**config.mk**
```make
export PLATFORM = sky130hd
export DESIGN_NAME = parking_lane_counter
export DESIGN_NICKNAME = d
export VERILOG_FILES = /design/src/rtl/parking_pkg.sv /design/src/rtl/parking_lane_decoder.sv /design/src/rtl/parking_lane_counter.sv
export SDC_FILE = /design/constraint.sdc
export NUM_CORES = 1
export LEC_CHECK = 0
export CELL_PAD_IN_SITES_DETAIL_PLACEMENT = 1
export CELL_PAD_IN_SITES_GLOBAL_PLACEMENT = 1
export CORE_MARGIN = 5
export CORE_UTILIZATION = 50
export CTS_CLUSTER_DIAMETER = 30
export DETAILED_ROUTE_END_ITERATION = 10
export GPL_TIMING_DRIVEN = 0
export HOLD_SLACK_MARGIN = 0.05
export PLACE_DENSITY_LB_ADDON = 0.1
export REMOVE_ABC_BUFFERS = 1
export SKIP_LAST_GASP = 1
export SLEW_MARGIN = 20
export SYNTH_ARGS = -nofsm -noshare
export SYNTH_HDL_FRONTEND = slang
export SYNTH_SLANG_ARGS = --single-unit
```
**constraint.sdc**
```tcl
create_clock -name clk -period 5.8 [get_ports clk]
set_input_delay 1.16 -clock clk [delete_from_list [all_inputs] [get_ports clk]]
set_output_delay 1.16 -clock clk [all_outputs]
set_load 0.05 [all_outputs]
```
**src/rtl/parking_pkg.sv**
```systemverilog
// Shared types and helpers for the multi-lane parking occupancy counter.
package parking_pkg;

  // Lane sequence decoder states; entry path is a -> a+b -> b, exit path mirrors it.
  typedef enum logic [2:0] {
    IDLE   = 3'd0,
    ENT_A  = 3'd1,
    ENT_AB = 3'd2,
    ENT_B  = 3'd3,
    EXT_B  = 3'd4,
    EXT_BA = 3'd5,
    EXT_A  = 3'd6
  } lane_state_e;

  localparam int MAX_LANES = 8;

  // Number of set bits in an up-to-eight-lane pulse vector.
  function automatic logic [3:0] popcount8(input logic [MAX_LANES-1:0] v);
    logic [3:0] c;
    c = '0;
    for (int i = 0; i < MAX_LANES; i++) begin
      c = c + {3'b000, v[i]};
    end
    return c;
  endfunction

endpackage

```
**src/rtl/parking_lane_decoder.sv**
```systemverilog
// One gate lane: synchronise and debounce both beams, then decode the beam
// order into registered one-cycle entry/exit pulses.
//
// state  | meaning
// IDLE   | no vehicle in the gate
// ENT_A  | outer beam broken, heading in
// ENT_AB | both beams broken on the way in
// ENT_B  | only inner beam broken; clearing completes an entry
// EXT_B  | inner beam broken, heading out
// EXT_BA | both beams broken on the way out
// EXT_A  | only outer beam broken; clearing completes an exit
module parking_lane_decoder
  import parking_pkg::*;
#(
  parameter int DEBOUNCE_CYCLES = 100000
) (
  input  logic clk,
  input  logic reset_n,
  input  logic sens_a_i,
  input  logic sens_b_i,
  output logic entry_pulse_o,
  output logic exit_pulse_o
);

  localparam int DB_W = (DEBOUNCE_CYCLES > 2) ? $clog2(DEBOUNCE_CYCLES) : 1;
  localparam logic [DB_W-1:0] DB_LAST = DB_W'(DEBOUNCE_CYCLES - 1);

  // Index 0 is the outer beam (a), index 1 the inner beam (b).
  logic [1:0]      raw;
  logic [1:0]      sync1_q;
  logic [1:0]      sync2_q;
  logic [1:0]      deb_q;
  logic [1:0]      deb_d;
  logic [DB_W-1:0] cnt_q [2];
  logic [DB_W-1:0] cnt_d [2];

  lane_state_e state_q;
  lane_state_e state_d;
  logic        entry_q;
  logic        entry_d;
  logic        exit_q;
  logic        exit_d;
  logic        a;
  logic        b;

  assign raw = {sens_b_i, sens_a_i};

  // Two-flop synchroniser for the raw beams, which are asynchronous to clk.
  always_ff @(posedge clk or negedge reset_n) begin
    if (!reset_n) begin
      sync1_q <= '0;
      sync2_q <= '0;
    end else begin
      sync1_q <= raw;
      sync2_q <= sync1_q;
    end
  end

  // Debounce: a beam only changes after staying at its new level long enough.
  always_comb begin
    deb_d    = deb_q;
    cnt_d[0] = '0;
    cnt_d[1] = '0;
    for (int i = 0; i < 2; i++) begin
      if (sync2_q[i] != deb_q[i]) begin
        if (cnt_q[i] == DB_LAST) begin
          deb_d[i] = sync2_q[i];
          cnt_d[i] = '0;
        end else begin
          cnt_d[i] = cnt_q[i] + 1'b1;
        end
      end
    end
  end

  // Debounce state registers.
  always_ff @(posedge clk or negedge reset_n) begin
    if (!reset_n) begin
      deb_q    <= '0;
      cnt_q[0] <= '0;
      cnt_q[1] <= '0;
    end else begin
      deb_q    <= deb_d;
      cnt_q[0] <= cnt_d[0];
      cnt_q[1] <= cnt_d[1];
    end
  end

  assign a = deb_q[0];
  assign b = deb_q[1];

  // Sequence decoder next state; a pulse is raised only when a full
  // sequence clears, so aborts and back-outs never count.
  always_comb begin
    state_d = state_q;
    entry_d = 1'b0;
    exit_d  = 1'b0;
    case (state_q)
      IDLE: begin
        // Both beams rising together gives no direction, so it is ignored.
        if (a && !b)      state_d = ENT_A;
        else if (!a && b) state_d = EXT_B;
      end
      ENT_A: begin
        if (b)       state_d = ENT_AB;
        else if (!a) state_d = IDLE;
      end
      ENT_AB: begin
        if (!a && b)       state_d = ENT_B;
        else if (a && !b)  state_d = ENT_A;
        else if (!a && !b) state_d = IDLE;
      end
      ENT_B: begin
        if (a) begin
          state_d = ENT_AB;
        end else if (!b) begin
          state_d = IDLE;
          entry_d = 1'b1;
        end
      end
      EXT_B: begin
        if (a)       state_d = EXT_BA;
        else if (!b) state_d = IDLE;
      end
      EXT_BA: begin
        if (a && !b)       state_d = EXT_A;
        else if (!a && b)  state_d = EXT_B;
        else if (!a && !b) state_d = IDLE;
      end
      EXT_A: begin
        if (b) begin
          state_d = EXT_BA;
        end else if (!a) begin
          state_d = IDLE;
          exit_d  = 1'b1;
        end
      end
      default: state_d = IDLE;
    endcase
  end

  // Decoder state and registered pulses.
  always_ff @(posedge clk or negedge reset_n) begin
    if (!reset_n) begin
      state_q <= IDLE;
      entry_q <= 1'b0;
      exit_q  <= 1'b0;
    end else begin
      state_q <= state_d;
      entry_q <= entry_d;
      exit_q  <= exit_d;
    end
  end

  assign entry_pulse_o = entry_q;
  assign exit_pulse_o  = exit_q;

endmodule

```
**src/rtl/parking_lane_counter.sv**
```systemverilog
// Lot-wide occupancy counter fed by N_LANES gate decoders. Entries and exits
// from all lanes in one cycle are netted before saturating at 0..CAPACITY.
module parking_lane_counter
  import parking_pkg::*;
#(
  parameter int N_LANES         = 2,
  parameter int CAPACITY        = 200,
  parameter int DEBOUNCE_CYCLES = 100000,
  parameter int CNT_W           = $clog2(CAPACITY + 1)
) (
  input  logic               clk,
  input  logic               reset_n,
  input  logic [N_LANES-1:0] sens_a,
  input  logic [N_LANES-1:0] sens_b,
  output logic [N_LANES-1:0] entry_pulse,
  output logic [N_LANES-1:0] exit_pulse,
  output logic [CNT_W-1:0]   occupancy,
  output logic [CNT_W-1:0]   free_spaces,
  output logic               full,
  output logic               empty,
  output logic               overflow_err,
  output logic               underflow_err
);

  // Four extra bits hold the signed sum of the count and up to eight pulses.
  localparam int SUM_W = CNT_W + 4;
  localparam logic [CNT_W-1:0]        CAP_C = CNT_W'(CAPACITY);
  localparam logic signed [SUM_W-1:0] CAP_S = SUM_W'(CAPACITY);

  logic [3:0]              e_cnt;
  logic [3:0]              x_cnt;
  logic signed [SUM_W-1:0] sum;
  logic [CNT_W-1:0]        occ_q;
  logic [CNT_W-1:0]        occ_d;
  logic                    ovf_q;
  logic                    ovf_d;
  logic                    unf_q;
  logic                    unf_d;

  for (genvar g = 0; g < N_LANES; g++) begin : g_lane
    parking_lane_decoder #(
      .DEBOUNCE_CYCLES(DEBOUNCE_CYCLES)
    ) u_lane (
      .clk          (clk),
      .reset_n      (reset_n),
      .sens_a_i     (sens_a[g]),
      .sens_b_i     (sens_b[g]),
      .entry_pulse_o(entry_pulse[g]),
      .exit_pulse_o (exit_pulse[g])
    );
  end

  // Net this cycle's entries against exits, then saturate and flag the loss.
  always_comb begin
    e_cnt = popcount8(MAX_LANES'(entry_pulse));
    x_cnt = popcount8(MAX_LANES'(exit_pulse));
    sum   = $signed({4'b0000, occ_q}) + $signed(SUM_W'(e_cnt)) - $signed(SUM_W'(x_cnt));
    occ_d = sum[CNT_W-1:0];
    ovf_d = 1'b0;
    unf_d = 1'b0;
    if (sum < 0) begin
      occ_d = '0;
      unf_d = 1'b1;
    end else if (sum > CAP_S) begin
      occ_d = CAP_C;
      ovf_d = 1'b1;
    end
  end

  // Occupancy register and the error pulses that accompany each update.
  always_ff @(posedge clk or negedge reset_n) begin
    if (!reset_n) begin
      occ_q <= '0;
      ovf_q <= 1'b0;
      unf_q <= 1'b0;
    end else begin
      occ_q <= occ_d;
      ovf_q <= ovf_d;
      unf_q <= unf_d;
    end
  end

  assign occupancy     = occ_q;
  assign free_spaces   = CAP_C - occ_q;
  assign full          = (occ_q == CAP_C);
  assign empty         = (occ_q == '0);
  assign overflow_err  = ovf_q;
  assign underflow_err = unf_q;

endmodule
```
# Yosys cells after proc, flatten, opt, wreduce, memory -nomap -nowiden
# Index checks and enable logic that the tools add are counted.
# classes
magnitude_cmp	2
bitwise	0
div_mod_pow	0
n_eq_ne	23
mul	0
n_reduce_logical	17
addsub	9
n_mux	53
n_shift	0
# op_table
cell	n
2-to-1 mux 17 bit	8
2-to-1 mux 3 bit	26
adder 17 x 1 -> 17 bit, second input constant	4
equality test 17 bit, second input constant	4
one-hot mux 3 bit (7 select lines)	2
equality test 3 bit, second input constant	6
2-to-1 mux 8 bit	2
2-to-1 mux 1 bit	15
equality test 3 x 2 -> 1 bit, second input constant	4
greater-than comparator 10 x 9 -> 1 bit, second input constant	1
less-than comparator 10 x 1 -> 1 bit, second input constant	1
subtractor 9 x 2 -> 10 bit	1
adder 8 x 2 -> 9 bit	1
equality test 8 bit, second input constant	1
zero test 8 bit	1
AND reduction 2 bit	4
subtractor 8 bit, first input constant	1
equality test 3 x 1 -> 1 bit, second input constant	2
logical AND 1 bit	6
zero test 3 bit	2
!= test 3 x 1 -> 1 bit, second input constant	2
adder 1 x 1 -> 2 bit	2
zero test 1 bit	4
!= test 1 bit	4
# totals
out_inout_bits	24
ramBits	0
mem_bits_ro	0
n_memories	0
word_cells	125
inputBits	6
latch_bits	0
regBits	100

# Longest topological paths before layout
# logic_depth
word_depth	6
mapped_depth	12
ltp_nobuf	12

# Cells and area by module
# From an unflattened synthesis, not the netlist that was laid out.
# hier_totals
cells_unflattened	552
area_unflattened_um2	5679.2
# modules_own_cells
module	n_inst	seq_area_each_um2	area_per_inst_um2	cells_per_inst
parking_lane_decoder (g_lane[1].u_lane)	1	1126.1	2333.5	220
parking_lane_decoder (g_lane[0].u_lane)	1	1126.1	2252.2	220
parking_lane_counter	1	250.2	1093.5	112

# Worst setup path after synthesis
# No wires, ideal clock.
# synth_path
path_kind	register -> output
start	register occ_q[3], in the netlist occupancy[3]
end	output free_spaces[7]
setup_slack_ps	2421
required_ps	4640
path_stages_with_launch	6
arrival_ps	2219
n_path_buf	0
path_cell_list	dfrtp_1 -> inv_1 -> ha_1 -> a21oi_1 -> o21ai_0 -> xnor2_1
# synth_via
elab_chain_len	1
# synth_lines
item	line	rtl
start: declaration	parking_lane_counter.sv:33	logic [CNT_W-1:0] occ_q;
start signal: assignment	parking_lane_counter.sv:73	occ_q <= '0;
start signal: assignment	parking_lane_counter.sv:77	occ_q <= occ_d;
subtractor 8 bit	parking_lane_counter.sv:84	assign free_spaces = CAP_C - occ_q;
end: declaration	parking_lane_counter.sv:18	output logic [CNT_W-1:0] free_spaces,
# Every way passes these cells.

# Final worst setup path
# layout_path
start	register occ_q[2], in the netlist occupancy[2]
end	output free_spaces[7]
# The elaborated chain is that of the path after synthesis.

==> results.yml <==
outcome:
  status: "finished clean"
yosys:
  syn_inst: 529
  synth_ff_type: "dfrtp_1"
  synth_edf_count: 0
  ys_ff_latch: 100
  syn_avg_cell_area_sq_um: 9.72
  ys_async_sr_fraction_pct: 100
  synth_area_sq_mm: 0.00514
  synth.yosys.seq_area_share_pct: 48.7
  synth_cell_types: 39
  yosysWarnings: 0
pwr:
  power.share.clock_pct: 38.1
  totalPowerFinal_mw: 1.22
  p_leak_nw: 2.48
  p_sw_share_pct: 23.6
  p_comb_share_pct: 3.5
  power.density_mw_per_mm2: 212
  switching_power_uw: 288
  ir_drop_mv: 0.159
  p_int_uw: 935
  pwr-share-seq_pct: 58.5
grt:
  grt_max_degree: 65
  antenna_found_initial: 0
  grt_use_total_pct: 18.5
  grt.overflow.total: 0
  grt_pass1_wl_mm: 19.3
  grt_pass1_vias: 4093
flow_run:
  cap_viol_max_count: 0
layout:
  layout_commonest_cell: "dfrtp_1"
  final_core_util_pct: 56.5
  fin_cells: 694
  areaGrowthSynthToFinish_pct: 11.9
  fin_nets: 583
  most-common-layout-cells: "100 x dfrtp_1, 97 x nor2_1, 41 x xor2_1, 36 x inv_1, 36 x nand2_1"
  drive_gt1_share_pct: 5.56
  fillers: 1140
  num_antenna_cells: 0
place:
  gp_congestion: 0.761
  dp_cells: 678
  dp_worst_setup_slack_ns: 2.46
  portBuffers: 29
  dp.final_hpwl_mm: 7.74
worst_setup_path:
  start_kind: "flop"
  slowest_delay_ns: 0.82
  end_kind: "primary output"
  critPathRequiredTime_ns: 4.64
  slowest_stage: "clkdlybuf4s50_1"
  ff2ff_path_depth: 12
  cp.arrival_ns: 2.55
  path_class: "reg -> out"
  path_cells: "nor3_1 > a21oi_1 > o21ai_0 > xnor2_1 > clkdlybuf4s50_1"
  worstPathMaxFanout: 5
floorplanning:
  rows: 37
  start_util_pct: 50.5
  coreArea_sq_mm: 0.0102
  die_w_microns: 111
  die_area_sq_mm: 0.0124
  ios: 30
  fp.dieH_microns: 111
drt:
  route.detailed.drc: 0
  num_vias: 3715
  routed_wl_mm: 10.5
  antenna_left: 0
  wire_per_inst_microns: 15.2
  drt-initial-drc-count: 151
  vias_per_cell: 5.35
  firstDrtPassIters: 4
clock_network:
  numCtsBuffers: 9
  cts.clk_slew.worst_paths_ns: 0.09
  holdBufCountCts: 0
  cts_tree: "done"
  post_cts_buffers: 0
  clock_path_buffers: 2
  cts_num_sinks: 100
  clock-root-buffer: "clkbuf_8"
  clock_latency_ns: 0.37
  cts-htree-levels: 3
  post_cts_resized: 0
sta:
  worstMarginPinSlew_ns: 0.601
  relSlewSlack_pct: 59.5
  setup_viol: 0
  finalHoldViolations: 0
  rsz0062_at_grt: "false"
  fin_crit_ns: 3.71
  fin_skew_ns: 0.0131
  fmax_ghz: 0.269
  setup_slack_ns: 2.09
  drv_slew: 0
  min_period_over_period_pct: 64.0
min_path:
  hp-class: "reg -> reg"
  min_path_cells: 0
through the flow:
| step | hold WS (ns) | cell area [sq um] | TNS, ns |
|---|---|---|---|
| floorplan | 0.331 | 5060 | 0 |
| global placement | 0.334 | 5520 | -21.23 |
| detailed placement | 0.337 | 5550 | 0 |
| CTS | 0.359 | 5760 | 0 |
| global route | 0.381 | 5760 | 0 |
| finish | 0.359 | 5760 | 0 |
critical path, delay by kind of cell, from the launching register on:
kind            cells  cell delay, ns
compound gates      2            0.40
xor+xnor            1            0.14
buf+inv             1            0.82
flops               1            0.46
simple gates        1            0.37
path summary, 6_finish.rpt:
| check | slack [ns] | to | startpoint |
|---|---|---|---|
| max reg2reg | 2.49 | occupancy[3]$_DFF_PN0_ | g_lane[0].u_lane.exit_pulse_o$_DFF_PN0_ |
| min | 0.36 | g_lane[1].u_lane.sync2_q[1]$_DFF_PN0_ | g_lane[1].u_lane.sync1_q[1]$_DFF_PN0_ |
| max in group asynchronous | 4.50 | g_lane[0].u_lane.cnt_q[25]$_DFF_PN0_ | reset_n |
| min reg2reg | 0.36 | g_lane[1].u_lane.sync2_q[1]$_DFF_PN0_ | g_lane[1].u_lane.sync1_q[1]$_DFF_PN0_ |
| min in group asynchronous | 0.68 | g_lane[0].u_lane.cnt_q[11]$_DFF_PN0_ | reset_n |
| max | 2.09 | free_spaces[7] | occupancy[2]$_DFF_PN0_ |
sequential cells by signal, indices dropped and copies added, names as in the netlist:
name,flops
g_lane.u_lane.sync1_q,4
g_lane.u_lane.entry_pulse_o,2
g_lane.u_lane.cnt_q,68
g_lane.u_lane.deb_q,4
g_lane.u_lane.state_q,6
g_lane.u_lane.exit_pulse_o,2
overflow_err,1
g_lane.u_lane.sync2_q,4
occupancy,8
underflow_err,1
power groups by stage:
stage / clock network (mW) / logic (mW) / registers, mW
final: 0.466 / 0.0423 / 0.715
after global routing: 0.516 / 0.0499 / 0.717
after CTS: 0.482 / 0.0444 / 0.715
after detailed placement: 0 / 0.0435 / 0.729
after global placement: 0 / 0.0398 / 0.728
after floorplan: 0 / 0.0183 / 0.727
kinds of logic after synthesis:
kind of cell	after synthesis	share of synthesized area, %
mux	4	0.876
buf+inv	53	4.23
flops	100	48.7
simple gates	233	21.7
compound gates	39	5.30
xor+xnor	76	12.9
fa+ha+maj	24	6.28
routing by layer:
| metal | part of all wire [%] | track usage [%] | vias up |
|---|---|---|---|
| met5 | 0 | 0 | - |
| met4 | 1.7 | 6.24 | 0 |
| met3 | 3.0 | 3.70 | 16 |
| met2 | 49 | 31.3 | 47 |
| met1 | 47 | 23.8 | 1839 |
| li1 | - | - | 1813 |
cells in the mapped netlist (all sizes together), types with 3 or more instances:
cell type / n / area [sq um]
or2: 4 / 25.0
fa: 3 / 60.1
nand3: 23 / 115
nor4b: 6 / 52.6
nor4: 10 / 62.6
o21ai: 7 / 35.0
inv: 36 / 135
mux2: 4 / 45.0
nor2: 97 / 364
nor3: 14 / 70.1
nand2: 36 / 135
a21oi: 12 / 60.1
xnor2: 35 / 307
dfrtp: 100 / 2500
nand4: 22 / 138
and4: 6 / 52.6
a211o: 3 / 26.3
ha: 21 / 263
xor2: 41 / 359
nand2b: 8 / 50.1
o22ai: 4 / 25.0
clkbuf: 12 / 45.0
buf: 5 / 37.5
layout make-up:
type                            count  area, sq um  area share (%)
Multi-Input combinational cell    376         2420            42.1
Timing Repair Buffer               30          319            5.54
Inverter                           36          135            2.35
Clock inverter                      6         68.8            1.20
Clock buffer                       10          138            2.39
Tap cell                          136          170            2.96
Sequential cell                   100         2500            43.5
No activity file was read; power rests on OpenSTA's default activity.
